<file path="src/rtl/imem_loader.sv">
// imem_loader: loads a program image into instruction memory from a byte
// stream while the core is held in reset. Big-endian bytes are packed into
// 32-bit words and written to consecutive word addresses from 0.
module imem_loader #(
    parameter int DEPTH = 64,
    parameter int AW    = 6
) (
    input  logic          clk,
    input  logic          reset,
    input  logic          start,
    input  logic          in_valid,
    input  logic [7:0]    in_data,
    input  logic          in_last,
    output logic          in_ready,
    output logic          mem_we,
    output logic [AW-1:0] mem_wa,
    output logic [31:0]   mem_wd,
    output logic          busy,
    output logic          done,
    output logic          cpu_reset,
    output logic [AW:0]   words_written
);

    typedef enum logic [1:0] {
        IDLE,
        LOAD,
        DONE
    } state_t;

    state_t      state;
    state_t      state_next;
    logic [1:0]  byte_idx;
    logic [31:0] asm_word;
    logic [31:0] word_next;
    logic        done_seen;
    logic        accept;
    logic        commit;
    logic        final_word;

    // in_ready depends on state only, so accept never loops back through it
    assign in_ready   = (state == LOAD);
    assign busy       = (state == LOAD);
    assign done       = (state == DONE);
    assign accept     = in_valid && (state == LOAD);
    assign commit     = accept && ((byte_idx == 2'd3) || in_last);
    assign final_word = (words_written == (AW+1)'(DEPTH - 1));

    // core stays in reset through the first DONE cycle so the last write lands first
    assign cpu_reset  = !((state == DONE) && done_seen);

    // state register
    always_ff @(posedge clk or posedge reset) begin
        if (reset) begin
            state <= IDLE;
        end else begin
            state <= state_next;
        end
    end

    // next-state decode
    always_comb begin
        state_next = state;
        unique case (state)
            IDLE: if (start) state_next = LOAD;
            LOAD: if (commit && (in_last || final_word)) state_next = DONE;
            DONE: if (start) state_next = LOAD;
            default: state_next = IDLE;
        endcase
    end

    // place the incoming byte into its big-endian lane
    always_comb begin
        word_next = asm_word;
        unique case (byte_idx)
            2'd0: word_next[31:24] = in_data;
            2'd1: word_next[23:16] = in_data;
            2'd2: word_next[15:8]  = in_data;
            2'd3: word_next[7:0]   = in_data;
        endcase
    end

    // word assembly, write port and load counters
    always_ff @(posedge clk or posedge reset) begin
        if (reset) begin
            byte_idx      <= 2'd0;
            asm_word      <= '0;
            words_written <= '0;
            mem_we        <= 1'b0;
            mem_wa        <= '0;
            mem_wd        <= '0;
            done_seen     <= 1'b0;
        end else begin
            mem_we    <= 1'b0;
            done_seen <= (state == DONE);
            if ((state != LOAD) && start) begin
                byte_idx      <= 2'd0;
                asm_word      <= '0;
                words_written <= '0;
            end else if (accept) begin
                if (commit) begin
                    mem_we        <= 1'b1;
                    mem_wa        <= words_written[AW-1:0];
                    mem_wd        <= word_next;
                    words_written <= words_written + (AW+1)'(1);
                    byte_idx      <= 2'd0;
                    asm_word      <= '0;
                end else begin
                    asm_word <= word_next;
                    byte_idx <= byte_idx + 2'd1;
                end
            end
        end
    end

endmodule
</file>
<file path="config.mk">
export PLATFORM = sky130hd
export DESIGN_NAME = imem_loader
export DESIGN_NICKNAME = d
export VERILOG_FILES = /design/src/rtl/imem_loader.sv
export SDC_FILE = /design/constraint.sdc
export NUM_CORES = 1
export LEC_CHECK = 0
export CAP_MARGIN = 15
export CORE_MARGIN = 5
export CORE_UTILIZATION = 56
export CTS_BUF_LIST = sky130_fd_sc_hd__clkbuf_4 sky130_fd_sc_hd__clkbuf_8
export DETAILED_ROUTE_END_ITERATION = 12
export PLACE_DENSITY_LB_ADDON = 0.3
export SLEW_MARGIN = 5
export SYNTH_ARGS = -nofsm -noshare
export SYNTH_HDL_FRONTEND = slang
export SYNTH_SLANG_ARGS = --single-unit
</file>
<file path="constraint.sdc">
create_clock -name clk -period 3.6 [get_ports clk]
set_input_delay 0.72 -clock clk [delete_from_list [all_inputs] [get_ports clk]]
set_output_delay 0.72 -clock clk [all_outputs]
set_load 0.03 [all_outputs]
</file>
Word-level counts from Yosys, hierarchy flattened
Index checks and enable logic that the tools add are counted.
Widths: inputs -> output; s select.
- register bits: 83
- add/sub/neg operators: 2
- bitwise operators: 1
- equal/unequal tests: 9
- reduce and logical (&&, ||, !) cells: 16
- mux-type cells: 19
- operators by type and width (kind ; number):
    $mux 32 ; 3
    $mux 8 ; 4
    $mux 7 ; 3
    $mux 2 ; 5
    $add 7x1->7 const B ; 1
    $eq 7x6->1 const B ; 1
    $eq 2x2->1 const B ; 3
    $ne 2x1->1 const B ; 3
    $logic_and 1x1->1 ; 5
    $eq 2x1->1 const B ; 2
    $logic_not 2->1 ; 2
    $pmux 2 s2 ; 1
    $reduce_and 2->1 ; 2
    $reduce_bool 2->1 ; 2
    $mux 1 ; 3
    $reduce_and 3->1 ; 1
    $add 2x1->2 const B ; 1
    $logic_or 1x1->1 ; 2
    $reduce_or 2->1 ; 1
    $logic_not 1->1 ; 1
    $not 1->1 ; 1

Depth between registers and ports, before layout
- depth after elaboration: 6
- depth in mapped cells: 6

Least setup slack after synthesis
No wires, ideal clock.
- path kind: register to output
- start point: register state[0]
- end point: output cpu_reset
- arrival time: 1.291 ns
- buffers on the path: 0
- cell stages (with the launch flop): 3
- required time: 2.880 ns
- setup slack: 1.589 ns
- cells stage by stage: dfrtp_1 nor2b_1 nand2_1
- word-level cells in the longest chain between the ends: 3
- ends and longest elaborated chain (what ; RTL line ; RTL):
    start, declared ; 30 ; state_t state;
    start signal, assigned ; 56 ; state <= state_next;
    $eq 2x2->1 ; n/a ;
    net done ; 19 ; output logic done,
    $logic_and 1x1->1 ; 49 ; assign cpu_reset = !((state == DONE) && done_seen);
    $logic_not 1->1 ; 49 ;
    end, declared ; 20 ; output logic cpu_reset,
The timed path passes the listed nets, and every way through them passes these cells.

Final worst setup path
- start point: register state[1]
- end point: output busy
- word-level cells in the longest chain between the ends: 1
- ends and longest elaborated chain (what ; RTL line ; RTL):
    $eq 2x1->1 ; 42 ; assign busy = (state == LOAD);
    end, declared ; 18 ; output logic busy,
Every way passes these cells.

==> impl_results.md <==
- Hold_ws: 0.4805 ns
- Clock transition at the registers of the reported paths: 0.08 ns
- Syn Area/Cell: 10.68 um^2
- Clock share of power: 21.4%
- FP Rows: 30
- Switching share of power: 38.58%
- Core area: 0.006832 mm^2
- Worst Skew: 0.008371 ns
- First-pass GRT wire length: 15530 um
- Clock root buffer: clkbuf_8
- Req. time, crit path: 2.88 ns
- Footprint of the multi-input gates: 0.001700 mm^2
- Clock Path Buffers: 2
- Pwr Total: 0.003615 W
- Hold/Removal Path Class: register to register
- Fill count: 523
- Most common cell after layout, fill and taps aside: dfrtp_1
- Tmin final: 2.621 ns
- Mapped cell area: 0.003963 mm^2
- Die W: 94.12 um
- Die H: 94.12 um
- Drt via density: 5.789
- GRT Total Usage: 22.63%
- Post_cts resized: 0
- Largest net degree at the start of global routing: 40
- Final Hold Violating Endpoints: 0
- Internal power: 0.002220 W
- Total clock buffers created by CTS: 9
- Residual DRC count: 0
- CTS sink cnt: 83
- Non-filler cells in the finished layout: 525
- Reg power frac: 36.8%
- Crit. End Element: primary output
- Synth Register Bits: 83
- Final core occ: 70.90%
- Leak: 2.279 nW
- VDD IR-drop max: 351.5 uV
- Port Buffers: 62
- Combinational power share: 41.8%
- Drt first-iter violations: 168
- Actual slew at the worst max-slew pin: 0.7496 ns
- WP data arrival: 1.90 ns
- CTS tree: built
- Cts hold-fix bufs: 0
- Final count of pins violating max slew: 0
- Routed length per instance: 17.51 um
- Ratio of cells with drive above 1 in the final layout: 6.760%
- Register area share after synthesis: 52.42%
- Syn nets: 389
- # diodes: 0
- RSZ-0062 raised after global routing: false
- Fmax: 381.5 MHz
- Main flop type after synthesis: dfrtp_1
- Grt total ovfl: 0
- Startpoint Class: register
- TritonRoute pass-1 iters: 4
- CP peak stage delay: 0.70 ns
- Worst skew pair latency: 0.35 ns
- Final Setup Violations: 0
- Critical path peak fanout: 9
- Rel. slew slack: 49.91%
- Antenna viol nets, final: 0
- Slowest-stage cell, CP: clkdlybuf4s50_1
- Reg2Reg Depth: 5
- Storage cell area: 0.002077 mm^2
- Status: completed
- Fin crit share: 72.82%
- Switching power: 0.001395 W
- Placed Cells: 512
- Routability congestion estimate: 0.8203
- Library cells used by synthesis: 38
- Starting Density: 58.00%
- Hpwl dp: 5981 um
- Vias in the first global route: 3034
- CP Class: register to primary output
- Area grow syn2layout: 22.23%
- Nets: 445
- Die ar.: 0.008859 mm^2
- EDFF count, synth: 0
- PwrDens: 746.4 mW/mm^2
- Final TNS setup: 0 ns
- Ys async rst share: 100.0%
- Commonest non-fill, non-tap cells in the layout: dfrtp_1 (83), o21ai_1 (64), clkdlybuf4s50_1 (62)
- Crit-path cells: nand2b_1, inv_2, clkdlybuf4s50_1
- Total number of vias: 3039
- Post-synthesis cell count: 371
- Synth warn: 0
- Ports: 63
- Hold path depth: 1
- Max-capacitance violation count: 0
- Routed Wire Length: 9193 um
- Post-CTS Setup Bufs: 0
- H-tree depth: 3
- Initial antenna violation count: 0
==> state kept, by name (all words and copies together), names as in the netlist <==
name,count
byte_idx,2
done_seen,1
mem_wd,32
mem_we,1
asm_word,32
words_written,7
state,2
mem_wa,6
==> power groups by stage <==
stage	Combinational [W]	Sequential [W]	Clock, W
final	0.00151	0.00133	0.000773
after global routing	0.00163	0.00136	0.000827
after CTS	0.00152	0.00133	0.000778
after detailed placement	0.00151	0.00134	0
after global placement	0.00147	0.00133	0
after floorplan	0.000707	0.00162	0
==> cells by family after synthesis <==
group                    count (synthesis)  share of synthesized area, %
buffers and inverters                   34                         4.673
AND/OR/NAND/NOR                        101                         14.52
AO/OA/AOI/OAI                          130                         22.10
flip-flops                              83                         52.42
multiplexers                            18                         4.705
adder cells (fa/ha/maj)                  5                         1.579
==> per-stage QoR <==
step | cell area (um^2) | setup slack [ns]
floorplan | 3963 | 0.7432
global placement | 4622 | 1.079
detailed placement | 4622 | 1.007
CTS | 4843 | 0.9566
global route | 4843 | 0.8770
finish | 4843 | 0.9785
==> worst max-delay path, delay by kind of cell, from the launching register on <==
family	cells	cell delay, ns
buf+inv	2	0.89
simple gates	1	0.25
flops	1	0.40
==> synth_stat cells (2+ instances only) <==
cell      number  area, um^2
a21bo_1       24       240.2
and2_1        24       150.1
and3_1         8       50.05
buf_2         10       50.05
buf_4          4       30.03
buf_6          4       45.04
clkbuf_1       6       22.52
dfrtp_1       83        2077
ha_1           5       62.56
inv_1          8       30.03
inv_2          2       7.510
mux2_1         5       56.30
mux2i_1       13       130.1
nand2_1        6       22.52
nand3_1        3       15.01
nand3b_1       2       15.01
nor2_1        25       93.84
nor2b_1       25       156.4
nor3_2         2       20.02
o211ai_1      24       180.2
o21ai_0        6       30.03
o21ai_1       64       320.3
o221ai_1       3       26.28
==> area by class of cell <==
class,count,share of cell area (%)
Tap cell,96,2.480
Timing Repair Buffer,69,14.16
Multi-Input combinational cell,254,35.11
Sequential cell,83,42.88
Clock inverter,3,1.860
Clock buffer,10,2.712
Inverter,10,0.8008
==> worst paths after layout <==
check	slack [ns]	from	end
max in group asynchronous	2.06	reset	mem_wa[5]
worst max register to register	1.40	byte_idx[0]	asm_word[16]
worst min register to register	0.48	asm_word[27]	asm_word[27]
min in group asynchronous	0.76	reset	mem_wd[5]
worst max-delay path	0.98	state[1]	busy
worst min-delay path	0.48	asm_word[27]	asm_word[27]
==> layer usage <==
metal | GRT usage (%) | part of all wire, % | vias up
met3 | 4.407 | 6.5 | 20
met1 | 32.44 | 45 | 1484
met4 | 10.71 | 2.7 | 0
met5 | 0 | 0 | -
li1 | - | - | 1425
met2 | 32.94 | 45 | 110
Note: power is estimated with default switching activity, not from simulation.
